===== src/rtl/cache_assoc.sv =====
// N-way set-associative write-back, write-allocate cache with true-LRU replacement.
// Misses run a sequenced EVICT -> FILL handshake toward memory.
`ifndef MEMORY_WIDTH
`define MEMORY_WIDTH 128
`endif

module cache_assoc #(
  parameter int WIDTH = `MEMORY_WIDTH,
  parameter int SETS  = 4,
  parameter int WAYS  = 2,
  parameter     ALIAS = "cache"
) (
  input  logic             clk,
  input  logic             reset,
  input  logic [31:0]      addr,
  input  logic             do_read,
  input  logic             do_write,
  input  logic             is_byte,
  input  logic [31:0]      data_in,
  output logic [31:0]      data_out,
  output logic             hit,
  output logic             mem_write_req,
  output logic [31:0]      mem_write_addr,
  output logic [WIDTH-1:0] mem_write_data,
  input  logic             mem_write_ack,
  output logic             mem_read_req,
  output logic [31:0]      mem_read_addr,
  input  logic [WIDTH-1:0] mem_read_data,
  input  logic             mem_read_ack
);
  localparam int WB = $clog2(WIDTH) - 3;
  localparam int SB = $clog2(SETS);
  localparam int TB = 32 - WB - SB;
  localparam int AW = (WAYS > 1) ? $clog2(WAYS) : 1;

  typedef enum logic [1:0] {IDLE, EVICT, FILL} state_t;
  state_t state, state_next;

  // ALIAS names the instance in debug builds only; no hardware depends on it.
  if ($bits(ALIAS) == 0) begin : g_unnamed
  end

  logic [SETS-1:0][WAYS-1:0] valid_q, dirty_q;
  logic [TB-1:0]    tag_q  [SETS][WAYS];
  logic [WIDTH-1:0] line_q [SETS][WAYS];
  logic [AW-1:0]    age_q  [SETS][WAYS];

  logic [SB-1:0] set_idx, fill_set, touch_set;
  logic [TB-1:0] tag_in, fill_tag;
  logic [WB-1:0] off, off_w;
  logic [AW-1:0] hit_way, victim, fill_way, touch_way;
  logic [WAYS-1:0] match;
  logic access, miss, victim_dirty, touch_en, found_inv;
  logic [WIDTH-1:0] hit_line, wmask, wdata, wr_line;
  logic [31:0] rd_word;
  logic [7:0]  rd_byte;

  assign access  = do_read | do_write;
  assign set_idx = addr[WB+SB-1:WB];
  assign tag_in  = addr[31:WB+SB];
  assign off     = addr[WB-1:0];
  assign off_w   = off & ~WB'(3);

  always_comb begin
    match   = '0;
    hit_way = '0;
    for (int w = 0; w < WAYS; w++)
      if (valid_q[set_idx][w] && tag_q[set_idx][w] == tag_in) begin
        match[w] = 1'b1;
        hit_way  = AW'(w);
      end
  end

  // Lowest-index invalid way wins (descending scan); otherwise the oldest way.
  always_comb begin
    victim    = '0;
    found_inv = 1'b0;
    for (int w = WAYS - 1; w >= 0; w--)
      if (!valid_q[set_idx][w]) begin
        victim    = AW'(w);
        found_inv = 1'b1;
      end
    if (!found_inv)
      for (int w = 0; w < WAYS; w++)
        if (age_q[set_idx][w] == AW'(WAYS - 1)) victim = AW'(w);
  end

  assign victim_dirty = valid_q[set_idx][victim] & dirty_q[set_idx][victim];

  assign hit      = access & reset & (state == IDLE) & (|match);
  assign hit_line = line_q[set_idx][hit_way];
  assign rd_word  = 32'(hit_line >> {off_w, 3'b000});
  assign rd_byte  = 8'(hit_line >> {off, 3'b000});
  assign data_out = hit ? (is_byte ? {24'h0, rd_byte} : rd_word) : 32'h0;

  assign wmask   = is_byte ? (WIDTH'(8'hFF) << {off, 3'b000})
                           : (WIDTH'(32'hFFFF_FFFF) << {off_w, 3'b000});
  assign wdata   = is_byte ? (WIDTH'(data_in[7:0]) << {off, 3'b000})
                           : (WIDTH'(data_in) << {off_w, 3'b000});
  assign wr_line = (hit_line & ~wmask) | (wdata & wmask);

  assign touch_en  = hit | ((state == FILL) & mem_read_ack);
  assign touch_set = hit ? set_idx : fill_set;
  assign touch_way = hit ? hit_way : fill_way;

  always_comb begin
    state_next = state;
    miss       = 1'b0;
    case (state)
      IDLE:
        if (access && !(|match)) begin
          miss       = 1'b1;
          state_next = victim_dirty ? EVICT : FILL;
        end
      EVICT:   if (mem_write_ack) state_next = FILL;
      FILL:    if (mem_read_ack)  state_next = IDLE;
      default: state_next = IDLE;
    endcase
  end

  always_ff @(posedge clk) begin
    if (!reset) begin
      state          <= IDLE;
      valid_q        <= '0;
      dirty_q        <= '0;
      for (int s = 0; s < SETS; s++)
        for (int w = 0; w < WAYS; w++)
          age_q[s][w] <= AW'(w);
      mem_write_req  <= 1'b0;
      mem_write_addr <= '0;
      mem_write_data <= '0;
      mem_read_req   <= 1'b0;
      mem_read_addr  <= '0;
    end else begin
      state <= state_next;
      if (touch_en)
        for (int w = 0; w < WAYS; w++)
          if (AW'(w) == touch_way)
            age_q[touch_set][w] <= '0;
          else if (age_q[touch_set][w] < age_q[touch_set][touch_way])
            age_q[touch_set][w] <= age_q[touch_set][w] + 1'b1;
      if (hit && do_write) begin
        line_q[set_idx][hit_way]  <= wr_line;
        dirty_q[set_idx][hit_way] <= 1'b1;
      end
      if (miss) begin
        valid_q[set_idx][victim] <= 1'b0;
        fill_set <= set_idx;
        fill_tag <= tag_in;
        fill_way <= victim;
        if (victim_dirty) begin
          mem_write_req  <= 1'b1;
          mem_write_addr <= {tag_q[set_idx][victim], set_idx, WB'(0)};
          mem_write_data <= line_q[set_idx][victim];
        end else begin
          mem_read_req  <= 1'b1;
          mem_read_addr <= {tag_in, set_idx, WB'(0)};
        end
      end
      if (state == EVICT && mem_write_ack) begin
        mem_write_req <= 1'b0;
        mem_read_req  <= 1'b1;
        mem_read_addr <= {fill_tag, fill_set, WB'(0)};
      end
      if (state == FILL && mem_read_ack) begin
        line_q[fill_set][fill_way]  <= mem_read_data;
        tag_q[fill_set][fill_way]   <= fill_tag;
        valid_q[fill_set][fill_way] <= 1'b1;
        dirty_q[fill_set][fill_way] <= 1'b0;
        mem_read_req                <= 1'b0;
      end
    end
  end
endmodule


===== config.mk =====
export PLATFORM = sky130hd
export DESIGN_NAME = cache_assoc
export DESIGN_NICKNAME = d
export VERILOG_FILES = /design/src/rtl/cache_assoc.sv
export SDC_FILE = /design/constraint.sdc
export NUM_CORES = 2
export LEC_CHECK = 0
export ABC_AREA = 1
export CAP_MARGIN = 20
export CORE_MARGIN = 2
export CORE_UTILIZATION = 34
export DETAILED_ROUTE_END_ITERATION = 12
export SLEW_MARGIN = 10
export SYNTH_ARGS = -nofsm -noshare
export SYNTH_HDL_FRONTEND = slang
export SYNTH_SLANG_ARGS = --single-unit

===== constraint.sdc =====
create_clock -name clk -period 16.65 [get_ports clk]
set_clock_uncertainty 0.15 [all_clocks]
set_input_delay 3.33 -clock clk [delete_from_list [all_inputs] [get_ports clk]]
set_output_delay 3.33 -clock clk [all_outputs]
set_load 0.05 [all_outputs]

* Yosys cells after proc, flatten, opt, wreduce, memory -nomap -nowiden *
Memory sizes are Yosys's and may differ from the RTL's.
Cells that the tools add are included.

cells by class
  reductions and logical operators = 25
  shift-type cells = 6
  bitwise operators = 24
  equal/unequal tests = 8
  add/subtract/negate cells = 2
  magnitude comparators = 18
  multiplexer cells = 105

operators with widths
  cell                                                                   number
  128-bit 2-to-1 mux                                                     10
  256-bit 2-to-1 mux                                                     4
  128-bit bitwise AND                                                    2
  128-bit demux with 1-bit select                                        2
  256-bit OR reduction                                                   1
  32-bit 2-to-1 mux                                                      5
  128-bit NOT                                                            1
  128-bit bitwise OR                                                     1
  32-bit by 7-bit << shifter with 128-bit output                         1
  32-bit by 7-bit << shifter with 128-bit output (first input constant)  1
  8-bit by 7-bit << shifter with 128-bit output                          1
  8-bit by 7-bit << shifter with 128-bit output (first input constant)   1
  128-bit by 7-bit >> shifter with 32-bit output                         1
  128-bit by 7-bit >> shifter with 8-bit output                          1
  26-bit 2-to-1 mux                                                      4
  26-bit == test                                                         2
  52-bit 2-to-1 mux                                                      1
  1-bit 2-to-1 mux                                                       49
  8-bit 2-to-1 mux                                                       6
  2-bit 2-to-1 mux                                                       14
  26-bit demux with 1-bit select                                         1
  8-bit bitwise AND                                                      2
  8-bit NOT                                                              2
  8-bit bitwise OR                                                       2
  27 further kinds                                                       73

storage, ports and cells
  bits in writable memories = 1240
  input bits = 199
  output and inout port bits = 227
  memories = 3
  flip-flop bits (word level) = 233
  word-level logic and storage cells = 208

memory list
  name    words  width  rd ports  clocked after memory_dff  write ports  line  source
  line_q  4      256    1         0                         1            45    logic [WIDTH-1:0] line_q [SETS][WAYS];
  tag_q   4      52     1         0                         1            44    logic [TB-1:0] tag_q [SETS][WAYS];
  age_q   4      2      2         0                         4            46    logic [AW-1:0] age_q [SETS][WAYS];

* Depth between registers and ports, before layout *
  word-level depth = 20
  gate-level depth with buffers = 29
  gate-level depth less buffers = 25

* Least setup slack after synthesis *
Ideal clock, no wire load.

  kind = input -> register
  start point = input addr[4]
  end point = memory line_q[0][128] (netlist name) (enable)
  setup time = 617 ps
  stages on the path = 19
  required time = 15883 ps
  data arrival time = 10559 ps
  buffers on the path = 6
  setup slack = 5324 ps
  cells stage by stage = buf_4 > inv_2 > buf_6 > buf_6 > nand2_1 > nand2_1 > nand2_1 > nand2_1 > nand2_1 > nand2_1 > inv_1 > nand3_1 > nor2_1 > nand2_2 > buf_2 > buf_2 > clkbuf_1 > a31oi_1 > nor2_1

between the ends
  word-level cells in the longest chain between the ends = 11
  elaborated cells on any way between the ends = 23
  those cells by class = order compare: 2; eq/ne: 2; mux: 11; bitwise: 2; reduce/logical: 5; memory: 1

ends and longest elaborated chain
  element                                                                                  line      source
  start: declaration                                                                       15        input logic [31:0] addr,
  memory 4 x 52 bit or 2-bit binary-select mux with 2-bit select (tied branches)           -
  26-bit == test or 2-bit 2-to-1 mux (tied branches)                                       68        if (valid_q[set_idx][w] && tag_q[set_idx][w] == tag_in) begin
  1-bit logical AND                                                                        68
  1-bit 2-to-1 mux                                                                         68
  1-bit NOT with 2-bit output (not written as such) or 2-bit OR reduction (tied branches)  143, 90
  2-bit >= comparator (not written as such), or another cell as far along                  143       line_q[set_idx][hit_way] <= wr_line;
  1-bit logical AND, on equally long branches                                              143, 142
  128-bit 2-to-1 mux (not written as such) or 1-bit 2-to-1 mux (tied branches)             143, 142
  128-bit demux with 1-bit select or 1-bit 2-to-1 mux (tied branches)                      143, 122
  256-bit 2-to-1 mux (not written as such)                                                 143
  256-bit 2-to-1 mux (no line)                                                             -
  end: declaration                                                                         45

Several ways; a longest one is shown, not always the timed one. The select of a mux whose other input is x is not followed.

* Worst setup path in the final report *
  start point = input addr[4]
  end point = output data_out[21]

between the ends
  word-level cells in the longest chain between the ends = 11
  elaborated cells on any way between the ends = 19
  those cells by class = eq/ne: 2; shift: 1; mux: 9; bitwise: 2; reduce/logical: 3; memory: 2

ends and longest elaborated chain
  element                                                                         line  source
  memory 4 x 52 bit or 2-bit binary-select mux with 2-bit select (tied branches)  -
  26-bit == test or 2-bit 2-to-1 mux (tied branches)                              68
  1-bit logical AND                                                               68
  1-bit 2-to-1 mux                                                                68
  1-bit NOT with 2-bit output (not written as such)                               91    assign hit_line = line_q[set_idx][hit_way];
  128-bit 2-to-1 mux (not written as such) (3 in a row)                           91
  128-bit by 7-bit >> shifter with 32-bit output                                  92    assign rd_word = 32'(hit_line >> {off_w, 3'b000});
  32-bit 2-to-1 mux                                                               94    assign data_out = hit ? (is_byte ? {24'h0, rd_byte} : rd_word) : 32'h0;
  32-bit 2-to-1 mux *                                                             94
  end: declaration                                                                20    output logic [31:0] data_out,

Every way passes the cells marked *; elsewhere a longest branch is shown, timed or not. The select of a mux whose other input is x is not followed.

==> metrics.md <==
| Metric | Value |
|---|---|
| Worst setup EP type | `output port` |
| Post_cts resized | `0` |
| Post-Syn Area | `62400 um2` |
| Per-cell routed wire length | `28.0 um` |
| CORE AREA | `183000 um2` |
| Synth Warn # | `0` |
| Layout cell share with drive strength beyond 1 | `7.04%` |
| DR vias | `48221` |
| Status | `finished clean` |
| Xor and xnor area share after synthesis | `0%` |
| Sink Count | `1473` |
| Max Slew Vio Count | `0` |
| First-pass GRT wire length | `332 mm` |
| Slew of the pin with the lowest slew margin | `1.35 ns` |
| # rows | `157` |
| DRC | `0` |
| Post-CTS setup buffer count | `0` |
| CTS tree | `done` |
| Die Area | `187000 um2` |
| Clock-pin slew on the worst setup and hold paths | `0.06 ns` |
| Mapped Cells | `5684` |
| Leak pwr | `0.0264 uW` |
| EDFF count, synth | `1268` |
| Simple-gate share of the synthesized area | `15.0%` |
| Routed WL | `238 mm` |
| Vias in the first global route | `44641` |
| Area Growth Syn to Fin | `18.4%` |
| Largest net degree at the start of global routing | `156` |
| Min Tclk post-route | `13.43 ns` |
| CP Data Arrival Time | `9.95 ns` |
| Post-DP HPWL | `149 mm` |
| Fin nets | `6192` |
| Synth Area per Inst | `11.0 um2` |
| CTS Buffer Depth | `3` |
| Max IR drop VDD | `0.0798 mV` |
| Critical Path Start Type | `primary input` |
| Antenna-violating nets left | `0` |
| Max-cap violations | `0` |
| Seq/Total Area, Yosys | `67.6%` |
| # IOs | `426` |
| DP Cell Count | `8217` |
| CTS root buffer | `clkbuf_16` |
| Initial antenna violation count | `7` |
| Crit path max fanout | `40` |
| TNS Setup | `0 ns` |
| Worst EP required | `13.17 ns` |
| HP Class | `reg -> reg` |
| Hold_buf cts | `0` |
| Port buffer count | `417` |
| Placer congestion estimate | `1.05` |
| Ys async rst share | `0%` |
| Largest family of logic cells by synthesized area | `simple AND/OR/NAND/NOR gates` |
| Final setup violation count | `0` |
| Die Wd | `433 um` |
| Reg-to-reg slack, setup | `11.15 ns` |
| Die extent in y | `433 um` |
| Total power | `8250 uW` |
| H-tree depth | `4` |
| Hold Fails Final Rpt | `0` |
| CTS buffer count | `154` |
| Distinct cells, synth | `46` |
| Compound-cell area share of the yosys netlist | `13.7%` |
| DR pass1 iterations | `6` |
| RSZ-0062 raised after global routing | `no` |
| Maximum clock rate | `74.4 MHz` |
| Critical path type | `in -> out` |
| Relative slew slack | `9.22%` |
| Primary FF master, synth | `edfxtp_1` |
| Utilization after layout | `40.5%` |
| Worst-Skew Late Latency | `0.82 ns` |
| Multiplexer share of the synthesized area | `0%` |
| Initial core utilization | `34.2%` |
| Gr ovfl total | `0` |
| Post-synthesis register bit count | `1473` |
| Fin cells | `8511` |
| Final period utilization | `80.7%` |
| Tot GR Track Use | `24.6%` |
| PD cells | `112 nW/um2` |
| Initial DRC count | `6428` |
| Fraction of the mapped netlist area in adder cells | `0%` |
| DR vias/cell | `5.67` |
| Fin Hold WS | `0.326 ns` |
==> report_power, final <==
| group | internal, uW | switching (uW) | leakage, uW | total (uW) |
|---|---|---|---|---|
| registers | 4100 | 19.3 | 0.0131 | 4120 |
| clock network | 1880 | 1500 | 0.00241 | 3390 |
| logic | 195 | 544 | 0.0109 | 739 |
| total | 6180 | 2070 | 0.0264 | 8250 |
==> synth_stat cells, types with 10 or more instances <==
library cell / count / area share [%]
a211oi_1: 53 / 0.64
a211oi_2: 10 / 0.20
a21oi_1: 184 / 1.5
a221oi_1: 144 / 2.0
a22o_1: 132 / 1.9
a22oi_1: 187 / 2.2
a31oi_1: 143 / 1.4
buf_1: 31 / 0.19
buf_2: 109 / 0.87
buf_4: 15 / 0.18
buf_6: 14 / 0.25
clkbuf_1: 198 / 1.2
dfxtp_1: 205 / 6.6
edfxtp_1: 1268 / 61
inv_1: 155 / 0.93
nand2_1: 1692 / 10
nand3_1: 177 / 1.4
nand4_1: 10 / 0.10
nor2_1: 419 / 2.5
o21ai_0: 293 / 2.3
o21ai_1: 97 / 0.78
o22ai_1: 16 / 0.16
o31ai_1: 17 / 0.20
or2_2: 39 / 0.39
==> per-layer routing <==
| metal | track usage (%) | vias up | share of wire [%] |
|---|---|---|---|
| met2 | 38.9 | 2993 | 46 |
| li1 | - | 21066 | - |
| met3 | 5.64 | 605 | 10 |
| met5 | 0.156 | - | 0.051 |
| met4 | 15.3 | 8 | 7.1 |
| met1 | 30.6 | 23549 | 37 |
==> sequential cells by signal (all words and copies together) (netlist names) <==
signal          count
fill_way            1
line_q           1024
state               2
fill_set            2
dirty_q             8
mem_read_req        1
age_q               8
mem_read_addr      28
mem_write_addr     28
tag_q             208
mem_write_req       1
valid_q             8
fill_tag           26
mem_write_data    128
==> worst paths after layout <==
kind,start,to,cells past startpoint
min reg2reg,mem_write_data[77],mem_write_data[77],2
max,addr[4],data_out[21],21
max reg2reg,tag_q[3][24],line_q[3][205],16
min,mem_write_data[77],mem_write_data[77],2
==> critical path: stages <==
cell,delay (ns)
buf_4,0.27
inv_2,0.50
buf_4,0.48
nand2_1,0.10
nand2_1,0.08
nand2_1,0.06
nand2_1,0.11
nand2_1,0.05
nand2_1,0.16
nand3_1,0.10
nor2_1,0.12
nand2_1,0.07
nor2_1,0.15
nand2_2,0.66
nand2_1,0.38
nand2_2,0.35
nor2_2,0.38
inv_1,0.36
buf_4,0.35
a41oi_1,0.80
clkdlybuf4s50_1,0.98
==> placed cells by master, fill, tap and decap left out, drive strengths merged, types with 181 or more instances in the layout <==
cell              n
nand2          1700
edfxtp         1268
nor2            422
clkdlybuf4s50   414
o21ai           390
clkbuf          208
dfxtp           205
a22oi           187
a21oi           185
nand3           181
==> cell type report <==
type	count	area, um2
repair buffers	513	5040
clock inverters	78	752
fillers	17313	109000
inverters	170	657
diodes	4	10.0
well taps	2385	2980
multi-input cells	3681	18100
clock buffers	207	4180
flip-flops and latches	1473	42200
==> kinds of logic after synthesis <==
family,Yosys count
DFF,1473
other,1
and+or+nand+nor,2369
AOI/OAI and AO/OA,1304
buffers and inverters,537
==> per-stage QoR <==
step	area [um2]	worst slack (ns)
after floorplan	62500	5.32
after global placement	68900	3.48
after detailed placement	68900	3.47
after CTS	73900	3.46
after global routing	73900	3.12
final	73900	3.22
(Power assumes the default switching activity.)
